`config.mk`:
```
export PLATFORM = sky130hd
export DESIGN_NAME = coord_requester_flat
export DESIGN_NICKNAME = d
export VERILOG_FILES = /design/src/rtl/coord_requester_if.sv /design/src/rtl/coord_requester.sv /design/src/flat_wrapper.sv
export SDC_FILE = /design/constraint.sdc
export NUM_CORES = 1
export LEC_CHECK = 0
export ABC_AREA = 1
export ABC_CLOCK_PERIOD_IN_PS = 3750
export CAP_MARGIN = 20
export CORE_ASPECT_RATIO = 1.4
export CORE_MARGIN = 10
export CORE_UTILIZATION = 55
export CTS_CLUSTER_SIZE = 40
export DETAILED_ROUTE_END_ITERATION = 10
export GPL_ROUTABILITY_DRIVEN = 0
export GPL_TIMING_DRIVEN = 0
export HOLD_SLACK_MARGIN = 0.05
export PLACE_DENSITY_LB_ADDON = 0.12
export SYNTH_ARGS = -nofsm -noshare
export SYNTH_HDL_FRONTEND = slang
export SYNTH_SLANG_ARGS = --single-unit
```
`constraint.sdc`:
```
create_clock -name clk -period 3.75 [get_ports clk]
set_input_delay 0.75 -clock clk [delete_from_list [all_inputs] [get_ports clk]]
set_output_delay 0.75 -clock clk [all_outputs]
set_load 0.02 [all_outputs]
```
`src/rtl/coord_requester_if.sv`:
```
// ---------------------------------------------------------------------------
// coord_requester_if
//
// Bundles every handshake signal of the coordinate requester:
//   - req / busy                 : request side (placement logic asks for a pair)
//   - fetch / ack / rand_in      : fetch/ack link to the LFSR coordinate source
//   - out_x / out_y / out_valid / out_ready : valid/ready pair delivery
//   - err                        : one-cycle failure pulse
//
// Modports:
//   master : the requester itself (drives busy, fetch, out_*, err)
//   slave  : the environment around it (drives req, ack, rand_in, out_ready)
// ---------------------------------------------------------------------------
interface coord_requester_if #(
    parameter int WIDTH = 12
);
    logic             req;
    logic             busy;
    logic             fetch;
    logic             ack;
    logic [WIDTH-1:0] rand_in;
    logic [WIDTH-1:0] out_x;
    logic [WIDTH-1:0] out_y;
    logic             out_valid;
    logic             out_ready;
    logic             err;

    modport master (
        input  req,
        input  ack,
        input  rand_in,
        input  out_ready,
        output busy,
        output fetch,
        output out_x,
        output out_y,
        output out_valid,
        output err
    );

    modport slave (
        output req,
        output ack,
        output rand_in,
        output out_ready,
        input  busy,
        input  fetch,
        input  out_x,
        input  out_y,
        input  out_valid,
        input  err
    );
endinterface

```
`src/rtl/coord_requester.sv`:
```
// ---------------------------------------------------------------------------
// coord_requester
//
// Consumer end of the random-coordinate fetch/ack handshake. On a request it
// pulses `fetch` towards the LFSR source, captures the value returned with
// `ack`, and rejection-samples it into the screen window: first an X below
// MAX_X, then a Y below MAX_Y. The finished pair is offered on a valid/ready
// output. Too many rejected draws, or a source that stays silent for
// ACK_TIMEOUT cycles, ends the request with a one-cycle `err` pulse.
//
// Ports:
//   clk   : system clock, everything on the rising edge
//   reset : synchronous, active-high; returns to IDLE and clears all state
//   bus   : coord_requester_if.master (req, busy, fetch, ack, rand_in,
//           out_x, out_y, out_valid, out_ready, err)
// ---------------------------------------------------------------------------
module coord_requester #(
    parameter int WIDTH       = 12,
    parameter int MAX_X       = 640,
    parameter int MAX_Y       = 480,
    parameter int MAX_TRIES   = 16,
    parameter int ACK_TIMEOUT = 8
) (
    input  logic                 clk,
    input  logic                 reset,
    coord_requester_if.master    bus
);

    localparam int TRY_W = $clog2(MAX_TRIES + 1);
    localparam int TO_W  = $clog2(ACK_TIMEOUT + 1);

    // Bounds widened by one bit so that a bound equal to 2**WIDTH still fits.
    localparam logic [WIDTH:0] BOUND_X = (WIDTH + 1)'(MAX_X);
    localparam logic [WIDTH:0] BOUND_Y = (WIDTH + 1)'(MAX_Y);

    typedef enum logic [2:0] {
        IDLE,
        FETCH_X,
        WAIT_X,
        FETCH_Y,
        WAIT_Y,
        DONE,
        ERR
    } state_t;

    state_t             state_q;
    logic [TRY_W-1:0]   tries_q;
    logic [TRY_W-1:0]   tries_d;
    logic [TO_W-1:0]    timeout_q;
    logic [TO_W-1:0]    timeout_d;
    logic [WIDTH-1:0]   xHold_q;
    logic [WIDTH-1:0]   outX_q;
    logic [WIDTH-1:0]   outY_q;
    logic               outValid_q;
    logic               fetch_q;
    logic               busy_q;
    logic               err_q;

    logic               xInRange;
    logic               yInRange;
    logic               triesSpent;
    logic               timeoutHit;

    // Unsigned window tests on the full value; a value equal to the bound
    // is outside the window.
    assign xInRange   = ({1'b0, bus.rand_in} < BOUND_X);
    assign yInRange   = ({1'b0, bus.rand_in} < BOUND_Y);

    // MAX_TRIES rejections are tolerated; the rejection that finds the
    // counter already at MAX_TRIES is the one that gives up.
    assign tries_d    = tries_q + 1'b1;
    assign triesSpent = (tries_q == TRY_W'(MAX_TRIES));

    // The timeout fires on the WAIT cycle that would bring the count of
    // silent cycles up to ACK_TIMEOUT.
    assign timeout_d  = timeout_q + 1'b1;
    assign timeoutHit = (timeout_d == TO_W'(ACK_TIMEOUT));

    // Request FSM. Every output is a register updated alongside the state,
    // so `fetch`, `busy`, `out_valid` and `err` are set on the edge that
    // enters the state they belong to. `fetch` and `err` default to low so
    // they only last one cycle.
    always_ff @(posedge clk) begin
        if (reset) begin
            state_q    <= IDLE;
            tries_q    <= '0;
            timeout_q  <= '0;
            xHold_q    <= '0;
            outX_q     <= '0;
            outY_q     <= '0;
            outValid_q <= 1'b0;
            fetch_q    <= 1'b0;
            busy_q     <= 1'b0;
            err_q      <= 1'b0;
        end else begin
            fetch_q <= 1'b0;
            err_q   <= 1'b0;
            case (state_q)
                IDLE: begin
                    if (bus.req) begin
                        state_q   <= FETCH_X;
                        fetch_q   <= 1'b1;
                        busy_q    <= 1'b1;
                        tries_q   <= '0;
                        timeout_q <= '0;
                    end
                end

                FETCH_X: begin
                    state_q   <= WAIT_X;
                    timeout_q <= '0;
                end

                WAIT_X: begin
                    if (bus.ack) begin
                        if (xInRange) begin
                            xHold_q <= bus.rand_in;
                            state_q <= FETCH_Y;
                            fetch_q <= 1'b1;
                        end else if (triesSpent) begin
                            state_q <= ERR;
                            err_q   <= 1'b1;
                        end else begin
                            tries_q <= tries_d;
                            state_q <= FETCH_X;
                            fetch_q <= 1'b1;
                        end
                    end else if (timeoutHit) begin
                        state_q <= ERR;
                        err_q   <= 1'b1;
                    end else begin
                        timeout_q <= timeout_d;
                    end
                end

                FETCH_Y: begin
                    state_q   <= WAIT_Y;
                    timeout_q <= '0;
                end

                // A rejected Y only redraws Y; the accepted X stays in xHold_q.
                WAIT_Y: begin
                    if (bus.ack) begin
                        if (yInRange) begin
                            outX_q     <= xHold_q;
                            outY_q     <= bus.rand_in;
                            outValid_q <= 1'b1;
                            state_q    <= DONE;
                        end else if (triesSpent) begin
                            state_q <= ERR;
                            err_q   <= 1'b1;
                        end else begin
                            tries_q <= tries_d;
                            state_q <= FETCH_Y;
                            fetch_q <= 1'b1;
                        end
                    end else if (timeoutHit) begin
                        state_q <= ERR;
                        err_q   <= 1'b1;
                    end else begin
                        timeout_q <= timeout_d;
                    end
                end

                // The pair is held until taken; a new req must wait for IDLE.
                DONE: begin
                    if (bus.out_ready) begin
                        state_q    <= IDLE;
                        outValid_q <= 1'b0;
                        busy_q     <= 1'b0;
                    end
                end

                ERR: begin
                    state_q <= IDLE;
                    busy_q  <= 1'b0;
                end

                default: begin
                    state_q    <= IDLE;
                    outValid_q <= 1'b0;
                    busy_q     <= 1'b0;
                end
            endcase
        end
    end

    assign bus.fetch     = fetch_q;
    assign bus.busy      = busy_q;
    assign bus.out_x     = outX_q;
    assign bus.out_y     = outY_q;
    assign bus.out_valid = outValid_q;
    assign bus.err       = err_q;

endmodule

```
`src/flat_wrapper.sv`:
```
// flat-port wrapper written by rule: the top's interface ports become plain ports
module coord_requester_flat 
#(
    parameter int WIDTH       = 12,
    parameter int MAX_X       = 640,
    parameter int MAX_Y       = 480,
    parameter int MAX_TRIES   = 16,
    parameter int ACK_TIMEOUT = 8
)
  (clk, reset, bus_req, bus_ack, bus_rand_in, bus_out_ready, bus_busy, bus_fetch, bus_out_x, bus_out_y, bus_out_valid, bus_err);
  coord_requester_if #(.WIDTH(WIDTH)) bus_i ();
  input  logic clk;
  input  logic reset;
  input wire logic [$bits(bus_i.req)-1:0] bus_req;
  input wire logic [$bits(bus_i.ack)-1:0] bus_ack;
  input wire logic [$bits(bus_i.rand_in)-1:0] bus_rand_in;
  input wire logic [$bits(bus_i.out_ready)-1:0] bus_out_ready;
  output wire logic [$bits(bus_i.busy)-1:0] bus_busy;
  output wire logic [$bits(bus_i.fetch)-1:0] bus_fetch;
  output wire logic [$bits(bus_i.out_x)-1:0] bus_out_x;
  output wire logic [$bits(bus_i.out_y)-1:0] bus_out_y;
  output wire logic [$bits(bus_i.out_valid)-1:0] bus_out_valid;
  output wire logic [$bits(bus_i.err)-1:0] bus_err;
  assign bus_i.req = bus_req;
  assign bus_i.ack = bus_ack;
  assign bus_i.rand_in = bus_rand_in;
  assign bus_i.out_ready = bus_out_ready;
  assign bus_busy = bus_i.busy;
  assign bus_fetch = bus_i.fetch;
  assign bus_out_x = bus_i.out_x;
  assign bus_out_y = bus_i.out_y;
  assign bus_out_valid = bus_i.out_valid;
  assign bus_err = bus_i.err;
  coord_requester #(.WIDTH(WIDTH), .MAX_X(MAX_X), .MAX_Y(MAX_Y), .MAX_TRIES(MAX_TRIES), .ACK_TIMEOUT(ACK_TIMEOUT)) u_core (.clk(clk), .reset(reset), .bus(bus_i));
endmodule
```
* After elaboration in Yosys (flattened, before gate mapping)
Index checks and enable logic that the tools add are counted.
** Cells by class
- $add $sub $neg :: 2
- Order comparisons :: 2
- Equal/unequal tests :: 17
- Mux-type cells :: 41
- Bitwise logic cells :: 2
- Reduce and logical (&&, ||, !) cells :: 14
** Operators with widths (count)
- $mux 5 :: 6
- $mux 3 :: 9
- $pmux 3 s6 :: 1
- $mux 1 :: 16
- $ne 2x2->1 const B :: 8
- $pmux 5 s3 :: 1
- $lt 12x10->1 const B :: 1
- $lt 12x9->1 const B :: 1
- $mux 4 :: 3
- $pmux 4 s3 :: 1
- $eq 3x3->1 const B :: 3
- $pmux 1 s3 :: 3
- $reduce_and 3->1 :: 3
- $reduce_and 4->1 :: 2
- $eq 3x2->1 const B :: 2
- $reduce_and 6->1 :: 1
- $reduce_bool 3->1 :: 2
- $add 5x1->5 const B :: 1
- $eq 5x5->1 const B :: 1
- $reduce_or 5->1 :: 1
- $add 4x1->4 const B :: 1
- $eq 4x4->1 const B :: 1
- $reduce_or 2->1 :: 2
- $reduce_or 4->1 :: 1
- 6 further kinds :: 7
** Storage, ports and cells
- Register bits :: 52
- Output and inout bits :: 28
- Logic and storage cells :: 88

* Logic depth before layout (Yosys ltp)
Gate-level depths: netlist of the first run.
- Depth after elaboration :: 5
- Gate-level depth with buffers :: 13
- Depth with buffers taken out :: 13

* Least setup slack after synthesis of the first run
Ideal clock, no wire load.
- Kind :: input -> register
- From :: input bus_rand_in[10]
- To :: register u_core.outY_q[0] (netlist: u_core.bus.out_y[0])
- Setup time :: 116 ps
- Data arrival time :: 1521 ps
- Required time :: 3634 ps
- Slack :: 2114 ps
- Stages :: 9
- Cell sequence :: inv_1 -> nand2_1 -> nor2_1 -> nand2_1 -> inv_1 -> nand3_2 -> clkbuf_1 -> o21ai_0 -> nor2_1
** Between the ends
- Cells in the longest elaborated chain, start to end :: 2
** RTL lines
- start: declaration :: RTL line flat_wrapper.sv:16 : input wire logic [$bits(bus_i.rand_in)-1:0] bus_rand_in;
- $lt 12x9->1 :: RTL line coord_requester.sv:67 : assign yInRange = ({1'b0, bus.rand_in} < BOUND_Y);
- $reduce_and 3->1 (no line)
- end signal: assignment :: RTL line coord_requester.sv:146 : outY_q <= bus.rand_in;
- end: declaration :: RTL line coord_requester.sv:53 : logic [WIDTH-1:0] outY_q;
No other way between the ends.
A chain may end at the register's enable or synchronous reset.

* Final worst setup path of the first run
- From :: input bus_rand_in[8]
- To :: register u_core.outX_q[4] (netlist: u_core.bus.out_x[4])
** Between the ends
- Cells in the longest elaborated chain, start to end :: 2
** RTL lines
- $lt 12x9->1 :: RTL line coord_requester.sv:67
- $reduce_and 3->1 (no line)
- end signal: assignment :: RTL line coord_requester.sv:145 : outX_q <= xHold_q;
- end: declaration :: RTL line coord_requester.sv:52 : logic [WIDTH-1:0] outX_q;
No other way between the ends.

==> flow_summary.ini, run 1 <==
[outcome]
status = complete, no violations

[synth]
yosysWarnings = 0
synth_area_sq_mm = 0.00232
synth_edf_count = 0
ys_dominant_reg_cell = dfxtp_1
synth.most_common_cell = nor2_1
syn_avg_cell_area_sq_um = 7.23
synth-seq-cells = 52
synth_top_area_share_pct = 44.8
synth_top_cell_by_area = dfxtp_1
ys_types = 32
synthTopCellsByCount = nor2_1, dfxtp_1, nand2_1
async_flop_share_pct = 0
synth_area_leaders = dfxtp_1, nor2_1, o21ai_0
ys_seq_area_share_pct = 44.8
synthCells = 321
syn_nets = 341

[worst_hold_path]
hold_class = flop to flop

[final_layout]
final_util_pct = 72.8
fin_nets = 391
area_growth_pct = 26.1
num_antenna_cells = 0
final_area_sq_mm = 0.00293
drive_above_1_share_pct = 9.68

[drt]
drc = 0
wirelength_mm = 5.50
vias = 2152
drt_iter0_drc = 141
drt-pass1-iter-count = 4
wl_per_cell_um = 13.2
vias_per_cell = 5.19
ant_nets = 0

[clock_network]
cts_resized = 0
clock_sinks = 52
postCtsSetupBuffers = 0
cts_tree = yes
cts_hold_buf = 0
clk_pin_slew_worst_paths_ns = 0.09
cts_buffer_depth = 2
clk_latency_ns = 0.31
cts-root-buf = clkbuf_8
cts_inserted_buffers = 5
htree_levels = 2

[die]
die_y_um = 96.9
die_area_sq_mm = 0.00726
num_rows = 27
core-area_sq_mm = 0.00402
start_util_pct = 57.8
die_w_um = 74.9
io_pins = 45

[sta]
worst_pin_slew_ns = 0.539
relSlewSlack_pct = 64.1
hold_viol = 0
rsz0062_at_grt = false
fin_crit_ns = 2.14
fin_tns_setup_ns = 0
final_max_slew_viol_count = 0
fin_worst_skew_ns = 0.00853
setup_viol = 0
fin_crit_sh_pct = 57.0
fmax_mhz = 468
holdWs_ns = 0.441
setup_slack_ns = 1.61

[place]
post_dp_cell_area_sq_mm = 0.00281
dp_worst_setup_slack_ns = 1.29
io_buffers = 43
detailed_place_hpwl_mm = 4.20

[pwr]
pwr-share-comb_pct = 18.7
powerDensity_mw_per_mm2 = 415
p_clk_share_pct = 33.3
leakagePower_nw = 1.18
power_frac_seq_pct = 48.0
p_sw_share_pct = 28.3
p_switching_mw = 0.344
power.internal_mw = 0.871
peakVddDrop_uv = 268

[global_route]
grtUsageTotal_pct = 15.7
antenna_found_initial = 0
grt_pass1_vias = 2046
grt_max_degree = 17
grt_pass1_wl_mm = 9.26
grt_overflow = 0

[critical_path]
critPathArrivalTime_ns = 2.38
worstPathRequired_ns = 3.99
cp_max_fo = 10
cp-start-kind = input port
critPathCaptureType = flop
path_class = input port to flop

[job]
cap_violations = 0
[stage by stage]
stage	instances	power [mW]
after floorplan	321	0.758
after global placement	407	0.815
after detailed placement	407	0.820
after CTS	415	1.22
after global routing	415	1.27
final	415	1.21
[power by group through the flow]
stage	logic [mW]	registers (mW)	clock network (mW)
after detailed placement	0.225	0.596	0
after CTS	0.226	0.583	0.407
final	0.227	0.583	0.405
after global routing	0.253	0.585	0.430
after global placement	0.220	0.595	0
after floorplan	0.160	0.598	0
[metal layers]
layer	global-route usage (%)	wire (um)
met5	0	0
met4	5.96	104
met3	3.88	308
met2	28.0	2920
met1	16.6	2170
[cell usage in the layout (no fill, tap or decap)]
cell type,n
nand3_1,19
buf_2,3
nor3_1,2
nand2_4,2
xor2_1,3
nor2_4,3
nand3_2,2
a21oi_1,14
xnor2_1,1
nor2_2,1
buf_6,1
a21oi_2,1
o21ai_0,36
o21ai_1,2
inv_4,1
clkdlybuf4s50_1,43
clkinv_4,1
nor2_1,81
nand2_1,46
inv_2,4
nand2_2,4
clkinv_2,1
ha_1,3
bufinv_16,1
clkbuf_8,7
nor4_1,1
buf_4,1
o21ai_2,2
inv_1,22
dfxtp_1,52
a31oi_1,1
a41oi_1,1
a21oi_4,1
clkbuf_1,7
nand4_1,2
[final timing paths]
path | to | startpoint | slack [ns] | cells after the start
min reg2reg | u_core.bus.out_y[11] | u_core.bus.out_y[11] | 0.44 | 2
max | u_core.bus.out_x[4] | bus_rand_in[8] | 1.61 | 10
min | u_core.bus.out_y[11] | u_core.bus.out_y[11] | 0.44 | 2
max reg2reg | u_core.tries_q[4] | u_core.tries_q[0] | 2.09 | 12
[registers in the layout, summed over array words and instances, names as in the netlist]
name and count:
u_core.xHold_q 12, u_core.bus.out_y 12, u_core.tries_q 5, u_core.bus.out_valid 1, u_core.bus.busy 1, u_core.bus.err 1, u_core.bus.fetch 1, u_core.bus.out_x 12
u_core.state_q 3, u_core.timeout_q 4
[cell type report]
class                      instances  area, sq um
sequential                        52         1040
tap                               43         53.8
timing repair buffer              43          430
buffer                            13         73.8
clock buffer                       6         82.6
inverter                          28          109
multi-input combinational        228         1100
clock inverter                     2         38.8
fill                             350         1090
[worst max-delay path, cell delays in order]
cell	delay (ns)
clkdlybuf4s50_1	0.54
nand2_1	0.07
inv_1	0.05
nand2_1	0.04
nand2_1	0.14
inv_1	0.09
nand3_2	0.13
clkbuf_1	0.30
o21ai_0	0.14
nor2_1	0.12
[logic make-up after synthesis]
logic type,Yosys count,synth area share (%)
compound gates,58,13.7
buf+inv,41,7.87
flops,52,44.8
xor+xnor,4,1.51
fa+ha+maj,3,1.62
simple gates,163,30.5
Note: power is estimated with default switching activity, not from simulation.
==> run 2, diff against run 1 <==
Settings changed: ABC_CLOCK_PERIOD_IN_PS 3750 to 1800, CORE_UTILIZATION 55 to 46.
Clock period 3.75 ns to 1.8 ns, I/O delays scaled along.
==> flow_summary.ini, run 2 (same netlist as run 1, synthesis figures left out) <==
[drt]
drt-pass1-iter-count = 4
vias_per_cell = 4.94
wl_per_cell_um = 12.9
ant_nets = 0
vias = 2151
drt_iter0_drc = 175
drc = 0
wirelength_mm = 5.59

[final_layout]
multiInputGateArea_sq_mm = 0.00110
fillers = 487
ff_latch_area_sq_mm = 0.00104
final_util_pct = 60.9
area_growth_pct = 27.9
mostFrequentLayoutCell = nor2_1
mostFrequentLayoutCells = nor2_1, dfxtp_1, nand2_1
fin_nets = 391
post_layout_nonfiller_instances = 435
drive_above_1_share_pct = 10.2
final_area_sq_mm = 0.00297
num_antenna_cells = 0

[sta]
hold_viol = 0
setup_viol = 0
fin_crit_ns = 1.63
fmax_mhz = 612
fin_tns_setup_ns = 0
relSlewSlack_pct = 65.8
final_max_slew_viol_count = 0
fin_crit_sh_pct = 90.8
setup_slack_ns = 0.166
holdWs_ns = 0.421
rsz0062_at_grt = false
worst_pin_slew_ns = 0.513
fin_worst_skew_ns = 0.00601

[global_route]
grt_pass1_wl_mm = 9.32
grt_pass1_vias = 2075
grt_overflow = 0
grtUsageTotal_pct = 13.4
grt_max_degree = 16
antenna_found_initial = 0

[die]
die_y_um = 104
num_rows = 30
start_util_pct = 47.6
core-area_sq_mm = 0.00488
io_pins = 45
die_area_sq_mm = 0.00833
die_w_um = 80.1

[critical_path]
worstPathRequired_ns = 1.98
cp_max_fo = 6
cp-start-kind = flop
rr_startpoint = u_core.tries_q[0]
critPathArrivalTime_ns = 1.82
ff2ff_setup_slack_ns = 0.17
worstSetupStartpoint = u_core.tries_q[0]
cp-endpoint = u_core.tries_q[1]
worst_r2r_path_depth = 12
path_class = flop to flop
critPathCaptureType = flop
rr_endpoint = u_core.tries_q[1]

[clock_network]
htree_levels = 2
cts_hold_buf = 0
cts_buffer_depth = 2
cts_inserted_buffers = 5
cts_tree = yes
clk_latency_ns = 0.30
clock_sinks = 52
cts-root-buf = clkbuf_8
clk_pin_slew_worst_paths_ns = 0.10

[pwr]
peakVddDrop_uv = 561
p_total_mw = 2.63
powerDensity_mw_per_mm2 = 884
leakagePower_nw = 1.19

[place]
io_buffers = 43
post_dp_cell_area_sq_mm = 0.00283
detailed_place_hpwl_mm = 4.16
dp_worst_setup_slack_ns = -0.233
dp.cells = 428

[worst_hold_path]
hold_class = input port to flop
hp-start = bus_rand_in[8]

[job]
cap_violations = 0

[outcome]
status = complete, no violations
## run 2: changes by cell type in the layout (fill, tap and decap cells not counted)
cell             before  now
clkbuf_1              7    5
bufinv_16             1    2
clkbuf_2              0    1
clkbuf_4              0    1
clkbuf_8              7    6
clkdlybuf4s50_1      43   42
clkinv_4              1    0
dfxtp_1              52   51
dfxtp_2               0    1
dlymetal6s2s_1        0    1
## run 2: critical path: stages (launching register included)
cell and delay [ns]:
dfxtp_2 0.37, inv_1 0.07, ha_1 0.19, nand2_1 0.06, inv_1 0.04, nand2_1 0.13, inv_1 0.08, nand2_1 0.07
o21ai_1 0.09, nor2_4 0.20, nand3_1 0.11, nand2_1 0.10, nor2_2 0.03
## run 2: worst min-delay path by stage
| stage | end | depth (start not counted) | slack [ns] |
|---|---|---|---|
| 2_1_floorplan | u_core.xHold_q[10] | 2 | 0.42 |
| 3_3_place_gp | u_core.xHold_q[10] | 2 | 0.43 |
| 3_5_place_dp | u_core.bus.out_y[9] | 2 | 0.43 |
| 4_1_cts | u_core.bus.out_y[9] | 2 | 0.45 |
| 5_1_grt | u_core.xHold_q[8] | 3 | 0.44 |
| 6_report | u_core.xHold_q[8] | 3 | 0.42 |
## run 2: per-layer routing
layer  vias up  global-route usage, %  wire (um)
li1       1119                      -          -
met1       975                   13.8       2230
met2        49                   24.9       3010
met3         8                   3.29        295
met4         0                   4.55         65
met5         -                      0          0
## run 2: timing repair
action                     4_1_cts  5_1_grt
hold endpoints to repair         0        0
resized for setup                0        8
buffers inserted                 0        0
setup endpoints to repair        0       26
## run 2: layout make-up
class	instances	share of cell area, %
tap	64	2.70
buffer	13	2.65
clock inverter	2	2.02
sequential	52	35.1
inverter	28	3.66
timing repair buffer	43	14.6
multi-input combinational	228	37.0
clock buffer	5	2.32
## run 2: power by group
part / switching [mW] / internal (mW) / leakage (nW)
Clock: 0.384 / 0.548 / 0.0642
Sequential: 0.0294 / 1.19 / 0.420
Combinational: 0.303 / 0.176 / 0.708
Total: 0.717 / 1.91 / 1.19
